===== config.mk =====
export PLATFORM = sky130hd
export DESIGN_NAME = sync_glitch_filter_n_ch
export DESIGN_NICKNAME = d
export VERILOG_FILES = /design/src/rtl/sync_glitch_filter_pkg.sv /design/src/rtl/sync_glitch_filter_bit.sv /design/src/rtl/sync_glitch_filter_n_ch.sv
export SDC_FILE = /design/constraint.sdc
export NUM_CORES = 1
export LEC_CHECK = 0
export ABC_AREA = 0
export ABC_CLOCK_PERIOD_IN_PS = 2400
export CAP_MARGIN = 20
export CORE_ASPECT_RATIO = 0.7
export CORE_MARGIN = 5
export CORE_UTILIZATION = 54
export DETAILED_ROUTE_END_ITERATION = 10
export PLACE_DENSITY = 0.78
export SLEW_MARGIN = 20
export SYNTH_ARGS = -nofsm -noshare
export SYNTH_HDL_FRONTEND = slang
export SYNTH_SLANG_ARGS = --single-unit

===== constraint.sdc =====
create_clock -name i_clk -period 2.4 [get_ports i_clk]
set_clock_uncertainty 0.05 [all_clocks]
set_input_delay 0.48 -clock i_clk [delete_from_list [all_inputs] [get_ports i_clk]]
set_output_delay 0.48 -clock i_clk [all_outputs]
set_load 0.005 [all_outputs]

===== src/rtl/sync_glitch_filter_pkg.sv =====
// Shared helpers for the multi-channel synchronising glitch filter.
package sync_glitch_filter_pkg;

  function automatic int unsigned filt_cnt_width(input int unsigned filter_cycles);
    return $clog2(filter_cycles + 1);
  endfunction

  // All-ones value for a counter of width w (w < 64).
  function automatic longint unsigned glitch_sat_max(input int unsigned w);
    return (64'd1 << w) - 64'd1;
  endfunction

endpackage


===== src/rtl/sync_glitch_filter_bit.sv =====
// One channel: synchroniser chain, stability qualifier, level and edge outputs.
module sync_glitch_filter_bit
  import sync_glitch_filter_pkg::*;
#(
  parameter int unsigned SYNC_STAGES   = 3,
  parameter int unsigned FILTER_CYCLES = 4
) (
  input  logic i_clk,
  input  logic i_rst_n,
  input  logic i_d,
  input  logic i_bypass,
  output logic o_q,
  output logic o_rise,
  output logic o_fall,
  output logic o_abort
);

  localparam int unsigned CNT_W = filt_cnt_width(FILTER_CYCLES);
  localparam logic [CNT_W-1:0] CNT_LAST = CNT_W'(FILTER_CYCLES - 1);

  logic [SYNC_STAGES-1:0] sync_q, sync_d;
  logic [CNT_W-1:0]       cnt_q, cnt_d;
  logic                   q_q, q_d;
  logic                   rise_q, rise_d;
  logic                   fall_q, fall_d;
  logic                   s;
  logic                   abort;

  assign sync_d = {sync_q[SYNC_STAGES-2:0], i_d};
  assign s      = sync_q[SYNC_STAGES-1];

  always_comb begin
    q_d    = q_q;
    cnt_d  = cnt_q;
    rise_d = 1'b0;
    fall_d = 1'b0;
    abort  = 1'b0;
    if (i_bypass) begin
      cnt_d = '0;
      if (s != q_q) begin
        q_d    = s;
        rise_d = s;
        fall_d = ~s;
      end
    end else if (s == q_q) begin
      cnt_d = '0;
      abort = (cnt_q != '0);
    end else if (cnt_q == CNT_LAST) begin
      q_d    = s;
      cnt_d  = '0;
      rise_d = s;
      fall_d = ~s;
    end else begin
      cnt_d = cnt_q + CNT_W'(1);
    end
  end

  always_ff @(posedge i_clk) begin
    if (!i_rst_n) begin
      sync_q <= '0;
      cnt_q  <= '0;
      q_q    <= 1'b0;
      rise_q <= 1'b0;
      fall_q <= 1'b0;
    end else begin
      sync_q <= sync_d;
      cnt_q  <= cnt_d;
      q_q    <= q_d;
      rise_q <= rise_d;
      fall_q <= fall_d;
    end
  end

  assign o_q     = q_q;
  assign o_rise  = rise_q;
  assign o_fall  = fall_q;
  // Consumed by the same edge's glitch-counter update, never leaves the block.
  assign o_abort = abort;

endmodule


===== src/rtl/sync_glitch_filter_n_ch.sv =====
// WIDTH independent filtered channels plus a shared saturating glitch counter.
module sync_glitch_filter_n_ch
  import sync_glitch_filter_pkg::*;
#(
  parameter int unsigned WIDTH         = 4,
  parameter int unsigned SYNC_STAGES   = 3,
  parameter int unsigned FILTER_CYCLES = 4,
  parameter int unsigned GLITCH_CNT_W  = 8
) (
  input  logic                    i_clk,
  input  logic                    i_rst_n,
  input  logic [WIDTH-1:0]        i_d,
  input  logic                    i_bypass,
  input  logic                    i_glitch_clr,
  output logic [WIDTH-1:0]        o_q,
  output logic [WIDTH-1:0]        o_rise,
  output logic [WIDTH-1:0]        o_fall,
  output logic [GLITCH_CNT_W-1:0] o_glitch_cnt
);

  localparam logic [GLITCH_CNT_W-1:0] GCNT_MAX =
    GLITCH_CNT_W'(glitch_sat_max(GLITCH_CNT_W));

  logic [WIDTH-1:0]        abort;
  logic [GLITCH_CNT_W-1:0] gcnt_q, gcnt_d;

  for (genvar b = 0; b < WIDTH; b++) begin : g_ch
    sync_glitch_filter_bit #(
      .SYNC_STAGES  (SYNC_STAGES),
      .FILTER_CYCLES(FILTER_CYCLES)
    ) u_bit (
      .i_clk   (i_clk),
      .i_rst_n (i_rst_n),
      .i_d     (i_d[b]),
      .i_bypass(i_bypass),
      .o_q     (o_q[b]),
      .o_rise  (o_rise[b]),
      .o_fall  (o_fall[b]),
      .o_abort (abort[b])
    );
  end

  always_comb begin
    gcnt_d = gcnt_q;
    if (i_glitch_clr) begin
      gcnt_d = '0;
    end else if ((|abort) && (gcnt_q != GCNT_MAX)) begin
      gcnt_d = gcnt_q + GLITCH_CNT_W'(1);
    end
  end

  always_ff @(posedge i_clk) begin
    if (!i_rst_n) begin
      gcnt_q <= '0;
    end else begin
      gcnt_q <= gcnt_d;
    end
  end

  assign o_glitch_cnt = gcnt_q;

endmodule

Word level (Yosys, flattened, before mapping)
Cells that the tools add are included.

Bits in registers: 44. Input port bits: 8. Output and inout bits: 20. Logic and storage cells: 127.

Add/subtract/negate cells: 5. Equality and inequality tests: 21. Muxes and demuxes: 56. Bitwise logic cells: 5. Reductions and logical operators: 19.

Operators with widths (number): $mux W1 (56); $reduce_or A4 Y1 (5); $add A3 B1 Y3 const B (4); $eq A3 B2 Y1 const B (4); $reduce_and A3 Y1 (4); $reduce_bool A3 Y1 (4); $add A8 B1 Y8 const B (1); $ne A2 B1 Y1 const B (4); $ne A2 B2 Y1 const B (4); $ne A8 B8 Y1 const B (1); $reduce_bool A2 Y1 (4); $not A1 Y1 (5); $eq A1 B1 Y1 (4); $ne A1 B1 Y1 (4); $reduce_or A2 Y1 (1); $logic_and A1 B1 Y1 (1).

Logic depth before layout (Yosys ltp)
Word-level depth: 5. Mapped depth: 8.

Modules after synthesis
Synthesis repeated with hierarchy kept, for this count alone.

Cells, all modules: 211. Area total of the unflattened synthesis: 2077.0 µm².

By module, submodules not included: sync_glitch_filter_bit (times used 4, cells each 40, area an instance 405.4 µm²); sync_glitch_filter_n_ch (times used 1, cells each 51, area an instance 455.4 µm²).

Worst setup path after synthesis
Ideal clock, no wire load.

Path type: reg2reg. Start point: reg g_ch[2].u_bit.sync_q[2]. End point: reg gcnt_q[2], in the netlist o_glitch_cnt[2]. Library setup time: 0.070 ns. Data arrival time: 1.760 ns. Data required time: 2.280 ns. Setup slack: 0.520 ns. Cell stages (with the launch flop): 9. Period minus slack after synthesis: 1.880 ns. Cells stage by stage: dfxtp_1 -> inv_1 -> ha_1 -> inv_2 -> o32ai_2 -> o21ai_2 -> buf_6 -> or3_1 -> a21oi_1.

Word-level cells in the longest chain between the ends: 5.

Ends and longest elaborated chain: start, declared (line sync_glitch_filter_bit.sv:21) `logic [SYNC_STAGES-1:0] sync_q, sync_d;`; start signal, assigned (line sync_glitch_filter_bit.sv:66) `sync_q <= sync_d;`; $eq A1 B1 Y1 (line sync_glitch_filter_bit.sv:45) `end else if (s == q_q) begin`; $mux W1 (line sync_glitch_filter_bit.sv:45); $mux W1 (line sync_glitch_filter_bit.sv:38) `if (i_bypass) begin`; $reduce_or A4 Y1 (line sync_glitch_filter_n_ch.sv:47) `end else if ((|abort) && (gcnt_q != GCNT_MAX)) begin`; $logic_and A1 B1 Y1 (line sync_glitch_filter_n_ch.sv:47); end signal, assigned (line sync_glitch_filter_n_ch.sv:56) `gcnt_q <= gcnt_d;`; end, declared (line sync_glitch_filter_n_ch.sv:25) `logic [GLITCH_CNT_W-1:0] gcnt_q, gcnt_d;`.

No other way between the ends. A chain may end at the register's enable or synchronous reset.

Final worst setup path
Start point: reg g_ch[1].u_bit.sync_q[2]. End point: reg gcnt_q[7], in the netlist o_glitch_cnt[7].

Word-level cells in the longest chain between the ends: 5.

Ends and longest elaborated chain (line): start, declared (sync_glitch_filter_bit.sv:21); start signal, assigned (sync_glitch_filter_bit.sv:66); $eq A1 B1 Y1 (sync_glitch_filter_bit.sv:45); $mux W1 (sync_glitch_filter_bit.sv:45); $mux W1 (sync_glitch_filter_bit.sv:38); $reduce_or A4 Y1 (sync_glitch_filter_n_ch.sv:47); $logic_and A1 B1 Y1 (sync_glitch_filter_n_ch.sv:47).

No other way between the ends.

==> impl_metrics.py <==
metrics = {
    "detailed_routing": {
        "routedWlPerCell_um": 12.2,
        "vias": 1427,
        "wl_mm": 3.47,
        "drtIter0Drc": 41,
        "ant_nets": 0,
        "drc": 0,
        "dr.pass1.iters": 4,
        "viasPerCell": 5.01,
    },
    "critical_path": {
        "startpoint": "g_ch[1].u_bit.sync_q[2]",
        "crit_top_cell": "inv_1",
        "crit_buf_inv": 2,
        "cp-end-kind": "flop",
        "crit_chain": "inv_1 > ha_1 > inv_1 > o32ai_2 > o21ai_2 > or3_1 > a21oi_1",
        "critPathKind": "reg2reg",
        "crit_path_start_kind": "flop",
        "reg2reg_from": "g_ch[1].u_bit.sync_q[2]",
        "crit_fanout": 13,
        "cp.arrival_ns": 2.28,
        "critPathRequiredTime_ns": 2.58,
        "slowest_delay_ns": 0.39,
        "critPathTopFamily": "compound AO/OA/AOI/OAI gates",
        "cp_slowest_cell": "ha_1",
    },
    "layout": {
        "layout-drive-gt1-share_pct": 6.81,
        "final_common_cell": "dfxtp_1",
        "fillers": 298,
        "fin_nets": 263,
        "mostFrequentLayoutCells": "dfxtp_1 (44), clkdlybuf4s50_1 (27), inv_1 (22), ha_1 (21), nor2b_1 (17)",
        "fin_cells": 285,
        "areaGrowthSynthToFinish_pct": 16.2,
        "antennaDiodeCount": 0,
    },
    "cts": {
        "h-tree-depth": 2,
        "post_cts_buffers": 0,
        "cts_hold_buf": 0,
        "numCtsBuffers": 5,
        "clock_latency_ns": 0.29,
        "cts_sinks": 44,
        "cts.root.buffer_cell": "clkbuf_8",
        "clockBufferDepth": 2,
        "cts.clk_slew.worst_paths_ns": 0.08,
        "cts_resized": 0,
        "cts_tree": "yes",
    },
    "logic_synthesis": {
        "synth_cell_types": 31,
        "postSynthCellCount": 215,
        "syn_area_per_cell_um2": 9.49,
        "synth.mux.area_fraction_pct": 0.490,
        "synth_top_family_by_area": "simple AND/OR/NAND/NOR gates",
        "synth_seq_cells": 44,
        "synth-seq-area-share_pct": 43.2,
        "synth-xor-area-share_pct": 0.429,
        "synth_adder_area_share_pct": 12.9,
        "ys_warn_count": 0,
        "synth-simple-area-share_pct": 22.8,
        "syn_nets": 244,
        "syn_area_um2": 2040,
        "synth_compound_area_share_pct": 9.93,
    },
    "global_route": {
        "track_usage_pct": 15.0,
        "grt_pass1_vias": 1355,
        "antenna_found_initial": 0,
        "overflow": 0,
        "grt_max_degree": 15,
        "grt_pass1_wl_mm": 5.97,
    },
    "pwr": {
        "ir_worst_vdd_mv": 0.371,
        "power.leakage_uw": 0.000869,
        "power_density_nw_per_um2": 541,
    },
    "sta": {
        "fmax_ghz": 0.477,
        "setup_slack_ns": 0.304,
        "finalCritPeriodShare_pct": 87.3,
        "drv_slew": 0,
        "finalSetupViolations": 0,
        "final.min_clock_period_ns": 2.10,
        "rsz0062_at_grt": "false",
        "tightest_slew_ns": 0.462,
        "setup_tns_ns": 0,
        "slew_headroom_pct": 69.2,
        "hold_violations": 0,
    },
    "outcome": {
        "status": "complete, no violations",
    },
    "die": {
        "initial_utilization_pct": 57.0,
        "die_height_um": 61.4,
        "num_rows": 18,
        "io_pins": 28,
        "fp.coreArea_um2": 3580,
        "die_w_um": 83.5,
        "die-area_um2": 5130,
    },
    "placed_design": {
        "preCtsSetupSlack_ns": 0.157,
        "dp_hpwl_mm": 2.53,
        "place.gp.congestion": 0.816,
        "dp.cells": 277,
        "io_buffers": 27,
    },
    "min_path": {
        "min_from": "g_ch[1].u_bit.sync_q[0]",
        "hold_path.class": "reg2reg",
    },
    "run": {
        "maxCapViolations": 0,
    },
}
-- routing by layer --
| metal | track usage (%) | part of all wire (%) |
|---|---|---|
| met1 | 18.5 | 50 |
| met2 | 25.1 | 44 |
| met3 | 4.01 | 3.9 |
| met4 | 7.57 | 1.9 |
| met5 | 0 | 0 |
-- registers in the layout (all words and copies together) (netlist names) --
signal	count
g_ch.u_bit.sync_q	12
g_ch.u_bit.cnt_q	12
o_glitch_cnt	8
g_ch.u_bit.o_q	4
g_ch.u_bit.o_rise	4
g_ch.u_bit.o_fall	4
-- kinds of logic after synthesis --
logic type      count (synthesis)
fa+ha+maj                      21
mux                             1
buf+inv                        42
flops                          44
compound gates                 31
xor+xnor                        1
simple gates                   75
-- synthesized netlist by cell type --
library cell   n  share of area [%]
a21oi_1       14                3.4
a32oi_1        2               0.86
and2_1        12                3.7
and3_1         2               0.61
and4_1         1               0.43
buf_4         12                4.4
buf_6          1               0.55
clkbuf_1       6                1.1
dfxtp_1       44                 43
ha_1          21                 13
inv_1         22                4.0
inv_2          1               0.18
mux2i_1        1               0.49
nand2_1        2               0.37
nand2b_1       5                1.5
nand3_1        4               0.98
nand4_1        1               0.31
nor2_1         8                1.5
nor2b_1       17                5.2
nor3_1         1               0.25
nor4_1         8                2.5
nor4b_1       10                4.3
o2111ai_1      1               0.43
o21a_1         2               0.74
o21ai_0        2               0.49
o21ai_1        5                1.2
o21ai_2        1               0.43
o21bai_1       2               0.74
o32ai_2        2                1.6
or3_1          4                1.2
xor2_1         1               0.43
-- where the power goes --
| group | switching (uW) | internal [uW] |
|---|---|---|
| Sequential | 3.86 | 739 |
| Clock | 248 | 230 |
| Combinational | 32.1 | 31.2 |
| Total | 284 | 1000 |
-- path summary, 6_finish.rpt --
kind | endpoint | slack [ns] | cells past startpoint
max | o_glitch_cnt[7] | 0.30 | 7
min | g_ch[1].u_bit.sync_q[1] | 0.39 | 1
max reg2reg | o_glitch_cnt[7] | 0.30 | 7
min reg2reg | g_ch[1].u_bit.sync_q[1] | 0.39 | 1
-- cell type report --
| cell class | instances | area, um^2 | share of cell area [%] |
|---|---|---|---|
| Tap cell | 50 | 62.6 | 2.64 |
| Multi-Input combinational cell | 129 | 950 | 40.0 |
| Clock buffer | 6 | 82.6 | 3.48 |
| Timing Repair Buffer | 31 | 300 | 12.7 |
| Sequential cell | 44 | 881 | 37.1 |
| Clock inverter | 2 | 10.0 | 0.422 |
| Inverter | 23 | 86.3 | 3.64 |
-- per-stage QoR --
step / hold slack (ns) / total power, uW / util (%) / instance area, um^2
floorplan: 0.362 / 798 / - / 2040
global placement: 0.364 / 822 / 63.7 / 2280
detailed placement: 0.369 / 824 / 63.7 / 2280
CTS: 0.388 / 1300 / 66.2 / 2370
global route: 0.408 / 1330 / 66.2 / 2370
finish: 0.386 / 1280 / 66.2 / 2370
Note: power is estimated with default switching activity, not from simulation.
